==> config.mk <==
export PLATFORM = sky130hd
export DESIGN_NAME = video_wr_ctrl_flat
export DESIGN_NICKNAME = d
export VERILOG_FILES = /design/src/rtl/video_wr_ctrl_if.sv /design/src/rtl/video_wr_ctrl.sv /design/src/flat_wrapper.sv
export SDC_FILE = /design/constraint.sdc
export NUM_CORES = 1
export LEC_CHECK = 0
export ABC_AREA = 1
export ABC_CLOCK_PERIOD_IN_PS = 4300
export BUFFER_PORTS_ARGS = -buffer_cell sky130_fd_sc_hd__buf_4
export CAP_MARGIN = 20
export CORE_MARGIN = 10
export CORE_UTILIZATION = 60
export CTS_CLUSTER_SIZE = 8
export DETAILED_ROUTE_END_ITERATION = 10
export PLACE_DENSITY = 0.81
export SYNTH_ARGS = -nofsm -noshare
export SYNTH_HDL_FRONTEND = slang
export SYNTH_SLANG_ARGS = --single-unit
==> constraint.sdc <==
create_clock -name i_clk -period 4.3 [get_ports i_clk]
set_input_delay 0.86 -clock i_clk [delete_from_list [all_inputs] [get_ports i_clk]]
set_output_delay 0.86 -clock i_clk [all_outputs]
set_load 0.05 [all_outputs]
==> src/rtl/video_wr_ctrl_if.sv <==
// video_wr_ctrl_if: write-buffer request and pixel-gate bundle.
// master = frame write controller, slave = line/write buffer.
interface video_wr_ctrl_if #(
    parameter int AXI_ADDR_WIDTH = 32
) ();
    logic                      req_en;
    logic                      req_ready;
    logic [7:0]                burst_len;
    logic [AXI_ADDR_WIDTH-1:0] data_addr;
    logic                      frame_reset;
    logic                      line_wren;

    modport master (
        output req_en,
        output burst_len,
        output data_addr,
        output frame_reset,
        output line_wren,
        input  req_ready
    );

    modport slave (
        input  req_en,
        input  burst_len,
        input  data_addr,
        input  frame_reset,
        input  line_wren,
        output req_ready
    );
endinterface

==> src/rtl/video_wr_ctrl.sv <==
// video_wr_ctrl: camera-side frame write controller, one burst per line.
// Optional VIDEO_WR_PINGPONG_EN: alternate frames land 16 MiB apart.
module video_wr_ctrl #(
    parameter int VIDEO_WR_DATA_WIDTH = 16,
    parameter int AXI_DATA_WIDTH      = 128,
    parameter int AXI_ADDR_WIDTH      = 32
) (
    input  logic                      i_clk,
    input  logic                      i_reset,
    input  logic                      i_ddr_init_done,
    input  logic [15:0]               i_wr_video_width,
    input  logic [15:0]               i_wr_video_high,
    input  logic                      i_wr_video_field,
    input  logic                      i_wr_video_valid,
    input  logic [AXI_ADDR_WIDTH-1:0] i_wr_video_base_addr,
    video_wr_ctrl_if.master           buff,
    output logic                      o_wr_frame_done,
    output logic                      o_wr_overflow,
    output logic [15:0]               o_video_width
);

    localparam int          RATIO      = AXI_DATA_WIDTH / VIDEO_WR_DATA_WIDTH;
    localparam int          RATIO_LOG2 = $clog2(RATIO);
    localparam logic [15:0] RATIO_MASK = 16'(RATIO - 1);
    localparam logic [3:0]  PHASE_LAST = 4'd12;

    typedef enum logic [5:0] {
        IDLE      = 6'b000001,
        CLEAR     = 6'b000010,
        RST_WAIT  = 6'b000100,
        CAPTURE   = 6'b001000,
        FLUSH     = 6'b010000,
        FRAME_END = 6'b100000
    } state_t;

    state_t                    state;
    logic [1:0]                init_sync;
    logic                      wr_en;
    logic                      field_d;
    logic                      valid_d;
    logic                      field_rise;
    logic                      field_fall;
    logic                      valid_fall;
    logic [3:0]                cnt;
    logic [AXI_ADDR_WIDTH-1:0] base_q;
    logic [15:0]               width_q;
    logic [15:0]               high_q;
    logic [15:0]               line_num;
    logic [15:0]               lines_cap;
    logic [3:0]                pending;
    logic                      req_en;
    logic                      frame_reset;
    logic                      frame_done;
    logic                      overflow;
    logic [7:0]                burst_len;
    logic [7:0]                burst_nxt;
    logic [15:0]               width_div;
    logic [AXI_ADDR_WIDTH-1:0] data_addr;
    logic [AXI_ADDR_WIDTH-1:0] line_off;
    logic [AXI_ADDR_WIDTH-1:0] frame_off;
    logic                      below_high;
    logic                      line_done;
    logic                      accept;
    logic                      last_accept;
    logic                      req_state;

    assign field_rise  = wr_en & i_wr_video_field & ~field_d;
    assign field_fall  = field_d & ~i_wr_video_field;
    assign valid_fall  = valid_d & ~i_wr_video_valid;
    assign below_high  = (lines_cap < high_q);
    assign line_done   = (state == CAPTURE) & valid_fall & below_high;
    assign accept      = req_en & buff.req_ready;
    assign last_accept = accept & ((line_num + 16'd1) == high_q);
    assign req_state   = (state == CAPTURE) | (state == FLUSH);

    // A partial AXI beat still costs a full beat, so round up.
    assign width_div = width_q >> RATIO_LOG2;
    assign burst_nxt = ((width_q & RATIO_MASK) == 16'd0)
                     ? 8'(width_div - 16'd1)
                     : 8'(width_div);

    assign line_off = AXI_ADDR_WIDTH'({line_num[11:0], 12'h000});

`ifdef VIDEO_WR_PINGPONG_EN
    logic frame_idx;

    // Flip the frame slot each time a full frame has been handed off.
    always_ff @(posedge i_clk) begin
        if (i_reset) begin
            frame_idx <= 1'b0;
        end else if (frame_done) begin
            frame_idx <= ~frame_idx;
        end
    end

    assign frame_off = AXI_ADDR_WIDTH'({frame_idx, 24'h000000});
`else
    assign frame_off = '0;
`endif

    // Bring init_done into this domain; wr_en only changes between frames.
    always_ff @(posedge i_clk) begin
        if (i_reset) begin
            init_sync <= 2'b00;
            wr_en     <= 1'b0;
        end else begin
            init_sync <= {init_sync[0], i_ddr_init_done};
            if (!i_wr_video_field) begin
                wr_en <= init_sync[1];
            end
        end
    end

    // Edge history of field/valid, held low while writes are disabled.
    always_ff @(posedge i_clk) begin
        if (i_reset || !wr_en) begin
            field_d <= 1'b0;
            valid_d <= 1'b0;
        end else begin
            field_d <= i_wr_video_field;
            valid_d <= i_wr_video_valid;
        end
    end

    // Frame sequencing, line accounting and the request handshake.
    always_ff @(posedge i_clk) begin
        if (i_reset) begin
            state       <= IDLE;
            cnt         <= 4'd0;
            base_q      <= '0;
            width_q     <= 16'd0;
            high_q      <= 16'd0;
            line_num    <= 16'd0;
            lines_cap   <= 16'd0;
            pending     <= 4'd0;
            req_en      <= 1'b0;
            data_addr   <= '0;
            burst_len   <= 8'd0;
            frame_reset <= 1'b1;
            frame_done  <= 1'b0;
            overflow    <= 1'b0;
        end else begin
            frame_reset <= 1'b0;
            frame_done  <= last_accept;

            if (line_done) begin
                lines_cap <= lines_cap + 16'd1;
            end

            // Completion and acceptance in one cycle cancel out.
            if (line_done && !accept) begin
                if (pending == 4'hF) begin
                    overflow <= 1'b1;
                end else begin
                    pending <= pending + 4'd1;
                end
            end else if (accept && !line_done) begin
                pending <= pending - 4'd1;
            end

            if (req_en) begin
                if (buff.req_ready) begin
                    req_en   <= 1'b0;
                    line_num <= line_num + 16'd1;
                end
            end else if (req_state && (pending != 4'd0 || line_done)) begin
                req_en    <= 1'b1;
                data_addr <= base_q + line_off + frame_off;
            end

            unique case (state)
                IDLE: begin
                    if (field_rise) begin
                        state       <= CLEAR;
                        cnt         <= 4'd0;
                        frame_reset <= 1'b1;
                        base_q      <= i_wr_video_base_addr;
                        width_q     <= i_wr_video_width;
                        high_q      <= i_wr_video_high;
                        line_num    <= 16'd0;
                        lines_cap   <= 16'd0;
                        pending     <= 4'd0;
                    end
                end
                CLEAR: begin
                    if (cnt == 4'd0) begin
                        burst_len <= burst_nxt;
                    end
                    if (cnt == PHASE_LAST) begin
                        state <= RST_WAIT;
                        cnt   <= 4'd0;
                    end else begin
                        cnt         <= cnt + 4'd1;
                        frame_reset <= 1'b1;
                    end
                end
                RST_WAIT: begin
                    if (cnt == PHASE_LAST) begin
                        state <= CAPTURE;
                        cnt   <= 4'd0;
                    end else begin
                        cnt <= cnt + 4'd1;
                    end
                end
                CAPTURE: begin
                    if (field_fall || lines_cap == high_q
                        || width_q == 16'd0) begin
                        state <= FLUSH;
                    end
                end
                FLUSH: begin
                    if (pending == 4'd0 && !req_en) begin
                        state <= FRAME_END;
                    end
                end
                FRAME_END: begin
                    state <= IDLE;
                end
                default: begin
                    state <= IDLE;
                end
            endcase
        end
    end

    assign buff.line_wren = (state == CAPTURE) & i_wr_video_field
                          & i_wr_video_valid & wr_en & below_high;

    assign buff.req_en      = req_en;
    assign buff.burst_len   = burst_len;
    assign buff.data_addr   = data_addr;
    assign buff.frame_reset = frame_reset;
    assign o_wr_frame_done  = frame_done;
    assign o_wr_overflow    = overflow;
    assign o_video_width    = width_q;

endmodule

==> src/flat_wrapper.sv <==
// flat-port wrapper written by rule: the top's interface ports become plain ports
module video_wr_ctrl_flat 
#(
    parameter int VIDEO_WR_DATA_WIDTH = 16,
    parameter int AXI_DATA_WIDTH      = 128,
    parameter int AXI_ADDR_WIDTH      = 32
)
  (i_clk, i_reset, i_ddr_init_done, i_wr_video_width, i_wr_video_high, i_wr_video_field, i_wr_video_valid, i_wr_video_base_addr, o_wr_frame_done, o_wr_overflow, o_video_width, buff_req_en, buff_burst_len, buff_data_addr, buff_frame_reset, buff_line_wren, buff_req_ready);
  video_wr_ctrl_if #(.AXI_ADDR_WIDTH(AXI_ADDR_WIDTH)) buff_i ();
  input  logic i_clk;
  input  logic i_reset;
  input  logic i_ddr_init_done;
  input  logic [15:0] i_wr_video_width;
  input  logic [15:0] i_wr_video_high;
  input  logic i_wr_video_field;
  input  logic i_wr_video_valid;
  input  logic [AXI_ADDR_WIDTH-1:0] i_wr_video_base_addr;
  output logic o_wr_frame_done;
  output logic o_wr_overflow;
  output logic [15:0] o_video_width;
  output wire logic [$bits(buff_i.req_en)-1:0] buff_req_en;
  output wire logic [$bits(buff_i.burst_len)-1:0] buff_burst_len;
  output wire logic [$bits(buff_i.data_addr)-1:0] buff_data_addr;
  output wire logic [$bits(buff_i.frame_reset)-1:0] buff_frame_reset;
  output wire logic [$bits(buff_i.line_wren)-1:0] buff_line_wren;
  input wire logic [$bits(buff_i.req_ready)-1:0] buff_req_ready;
  assign buff_req_en = buff_i.req_en;
  assign buff_burst_len = buff_i.burst_len;
  assign buff_data_addr = buff_i.data_addr;
  assign buff_frame_reset = buff_i.frame_reset;
  assign buff_line_wren = buff_i.line_wren;
  assign buff_i.req_ready = buff_req_ready;
  video_wr_ctrl #(.VIDEO_WR_DATA_WIDTH(VIDEO_WR_DATA_WIDTH), .AXI_DATA_WIDTH(AXI_DATA_WIDTH), .AXI_ADDR_WIDTH(AXI_ADDR_WIDTH)) u_core (.i_clk(i_clk), .i_reset(i_reset), .i_ddr_init_done(i_ddr_init_done), .i_wr_video_width(i_wr_video_width), .i_wr_video_high(i_wr_video_high), .i_wr_video_field(i_wr_video_field), .i_wr_video_valid(i_wr_video_valid), .i_wr_video_base_addr(i_wr_video_base_addr), .buff(buff_i), .o_wr_frame_done(o_wr_frame_done), .o_wr_overflow(o_wr_overflow), .o_video_width(o_video_width));
endmodule
==> flow_summary.rst <==
.. list-table::
   :header-rows: 1

   * - Metric
     - Value
   * - Most frequent cells in the layout
     - sky130_fd_sc_hd__nand2_1, sky130_fd_sc_hd__nor2_1, sky130_fd_sc_hd__dfxtp_1
   * - Distinct cells, synth
     - 42
   * - Crit. End Element
     - primary output
   * - Primary flip-flop cell chosen by synthesis mapping
     - sky130_fd_sc_hd__dfxtp_1
   * - Final Hold Violating Endpoints
     - 0
   * - Input/output buffers
     - 130
   * - Cts repair resizes
     - 0
   * - Type of the worst setup path
     - reg2out
   * - Critical Path, Cell by Cell
     - ha_1 > nand2_1 > nand2_1 > nand2_1 > nand2_1 > nand2_1 > nand3_1 > a21oi_1 > buf_4 > inv_1 > nor4b_1 > buf_4
   * - Vias in the first global route
     - about 7,500
   * - Num Clock Sinks
     - between 150 and 200
   * - Crit-path max FO
     - 5
   * - Initial DRT Pass Iterations
     - 5
   * - DP HPWL
     - 16.00 mm
   * - Met2 layer wire length in the routed design
     - between 10 and 15 mm
   * - Final cell area excluding filler cells
     - a little under 10,000 um2
   * - Data arrival, critical path
     - approximately 2.4 ns
   * - Seq/Total Area, Yosys
     - 0.3882
   * - Placeable Area
     - approximately 13,000 um2
   * - Top routing layer in use
     - met4
   * - Largest net degree at the start of global routing
     - ~70
   * - Vias per cell
     - around 5.4
   * - Fin Clk Skew
     - about 0.011 ns
   * - Most Frequent Cell on Critical Path
     - sky130_fd_sc_hd__nand2_1
   * - Latest clock arrival within the worst-skew pair
     - ~0.43 ns
   * - Post-synth EDFFs
     - 0
   * - Total global routing track utilization
     - 0.2381
   * - Synth warnings
     - 0
   * - Most common library cell in the layout ignoring fill and taps
     - sky130_fd_sc_hd__nand2_1
   * - Critical path data required time
     - around 3.4 ns
   * - Met1 WL
     - just under 10 mm
   * - Flip-flop and latch count after synthesis
     - 159
   * - Post-synthesis async set-or-reset flop share
     - 0
   * - Via count
     - a little over 8,000
   * - Layout area overhead
     - 20.87%
   * - Leakage power total
     - around 4.4 nW
   * - Clock input transition at the sequential cells of the worst setup and hold paths
     - roughly 0.07 ns
   * - Ports placed on the boundary
     - approximately 130
   * - H-tree levels
     - 4
   * - Height of the chip
     - ~140 um
   * - Placement Cell Area
     - roughly 9000 um2
   * - Wire length of the first global-routing pass
     - 36.32 mm
   * - Result of the run
     - finished, final reports clean
   * - Final setup TNS
     - 0 ns
   * - Final count of pins violating max slew
     - 0
   * - 1st-iter DRT viols
     - 454
   * - Number of routed nets with antenna violations
     - 0
   * - Library cell contributing the largest single delay on the critical path
     - sky130_fd_sc_hd__dfxtp_1
   * - Power Density
     - ~340 nW/um2
   * - Critical path buffers and inverters
     - 3
   * - Slowest Stage Delay on Critical Path
     - 0.43 ns
   * - Setup repair after global routing missed its margin
     - false
   * - CTS Hold Buffers Added
     - 0
   * - Final Instance Count excl. Fillers
     - 1,488
   * - Cell family with the largest share of critical-path delay
     - simple AND/OR/NAND/NOR gates
   * - Upper clock frequency limit
     - a little over 300 MHz
   * - Synthesized net count
     - about 1,300
   * - CTS Root Cell
     - sky130_fd_sc_hd__clkbuf_16
   * - Initial core utilization
     - 0.6168
   * - Number of max-cap violations
     - 0
   * - Post-synthesis cell area
     - ~8200 um2
   * - Number of endpoints failing setup at the final stage
     - 0
   * - # Post-CTS Setup Buffers
     - 0
   * - TritonCTS clock tree
     - yes
   * - Initial antenna violation count
     - 0
   * - Width of the die
     - about 140 um
   * - Rel. slew slack
     - 0.5282
   * - WL final
     - 22.44 mm
   * - Startpoint kind of the worst setup timing path
     - register
   * - Cell count after placement
     - ~1,500
   * - Synthesized netlist cell count
     - between 1,000 and 1,500
   * - Post-layout minimum cycle time
     - about 3.3 ns
   * - Worst hold slack
     - between 0.4 and 0.5 ns
   * - Final global-route overflow total
     - 0
   * - Die footprint
     - 18,740 um2
   * - Kind of path behind the tightest hold check
     - reg2reg
   * - Last weighted congestion value of the routability-driven placer
     - 0.9244
   * - Final-stage net count
     - about 1,400
   * - Routed length per placed instance
     - 15.08 um
   * - CTS Buf Count
     - 17
   * - Avg Synthesized Cell Area
     - 6.908 um2
   * - Ratio of cells with drive above 1 in the final layout
     - 0.1441
   * - Sum of met3 wire segment lengths after detailed routing
     - just under 2 mm
   * - Post-route fraction of the period consumed by the critical path
     - 0.7578
   * - Antenna diode instance count
     - 0
   * - Placement Rows
     - 42
   * - Worst vdd rail ir drop
     - 387.7 uV
   * - Worst-margin pin slew
     - 0.7066 ns
   * - Maximum count of clock buffers along a single path
     - 2
   * - Drt drc
     - 0
## sequential cells by signal, summed over array words and instances, names as in the netlist, 2 cells and up
signal / cells
u_core.base_q: 32
u_core.buff.data_addr: 32
u_core.high_q: 16
u_core.line_num: 16
u_core.lines_cap: 16
u_core.o_video_width: 16
u_core.buff.burst_len: 8
u_core.state: 6
u_core.cnt: 4
u_core.pending: 4
u_core.init_sync: 2
## final timing paths
path	startpoint	endpoint	slack (ns)	cells after the start
worst min-delay path	u_core.init_sync[0]	u_core.init_sync[1]	0.41	2
worst max register to register	u_core.high_q[13]	u_core.buff.data_addr[21]	1.49	13
worst max-delay path	u_core.lines_cap[9]	buff_line_wren	1.04	12
worst min register to register	u_core.init_sync[0]	u_core.init_sync[1]	0.41	2
## cells in the mapped netlist (all sizes together) (2+ instances only)
| cell type | n | area (um2) |
|---|---|---|
| a211oi | 3 | 22.52 |
| a21oi | 119 | 599.3 |
| a31oi | 2 | 12.51 |
| buf | 21 | 115.1 |
| clkbuf | 25 | 93.84 |
| dfxtp | 159 | 3183 |
| ha | 36 | 450.4 |
| inv | 121 | 454.2 |
| nand2 | 227 | 859.6 |
| nand3 | 81 | 417.9 |
| nand3b | 2 | 15.01 |
| nand4 | 28 | 190.2 |
| nor2 | 185 | 714.4 |
| nor3 | 19 | 106.4 |
| nor3b | 2 | 20.02 |
| nor4 | 3 | 18.77 |
| o211ai | 3 | 22.52 |
| o21a | 3 | 22.52 |
| o21ai | 113 | 565.5 |
| or2 | 4 | 25.02 |
| xnor2 | 6 | 52.55 |
| xor2 | 18 | 157.7 |
## layer usage
metal  GRT usage  vias to the layer above
li1            -                     4134
met1      0.3049                     3679
met2      0.3692                      245
met3     0.08541                       25
met4     0.06967                        0
met5           0                        -
## power breakdown
part | leakage [nW] | switching, mW | internal, mW | total, mW
Combinational | 2.82 | 0.136 | 0.0886 | 0.225
Sequential | 1.28 | 0.0150 | 1.49 | 1.51
Clock | 0.310 | 0.658 | 0.954 | 1.61
## worst min-delay path, delay by kind of cell (launching register included)
family	cells	cell delay, ns
DFF	1	0.30
and+or+nand+nor	1	0.03
buffers and inverters	1	0.04
## through the flow
stage / setup WS [ns] / power, mW / util
3_5_place_dp: 1.465 / 1.759 / 0.6957
3_3_place_gp: 1.498 / 1.756 / 0.6957
6_report: 1.041 / 3.343 / 0.7455
2_1_floorplan: 0.5332 / 1.663 / -
5_1_grt: 0.8628 / 3.452 / 0.7455
4_1_cts: 1.066 / 3.357 / 0.7435
## cell families (layout without fill, tap and decap cells)
logic type                 Yosys count  after routing  share of synthesized area
and+or+nand+nor                    553            553                     0.2905
adders and majority gates           37             37                    0.05737
DFF                                159            159                     0.3882
AOI/OAI and AO/OA                  246            246                     0.1547
buffers and inverters              167            292                    0.08086
xor gates and xnor gates            25             25                    0.02838
## final cells by class
class / count / area (um2)
multi-input combinational: 861 / 4357
fill: 1080 / 3383
sequential: 159 / 3183
timing repair buffer: 139 / 1064
inverter: 121 / 454.2
clock buffer: 18 / 439.2
tap: 176 / 220.2
clock inverter: 14 / 195.2
(Power assumes the default switching activity.)
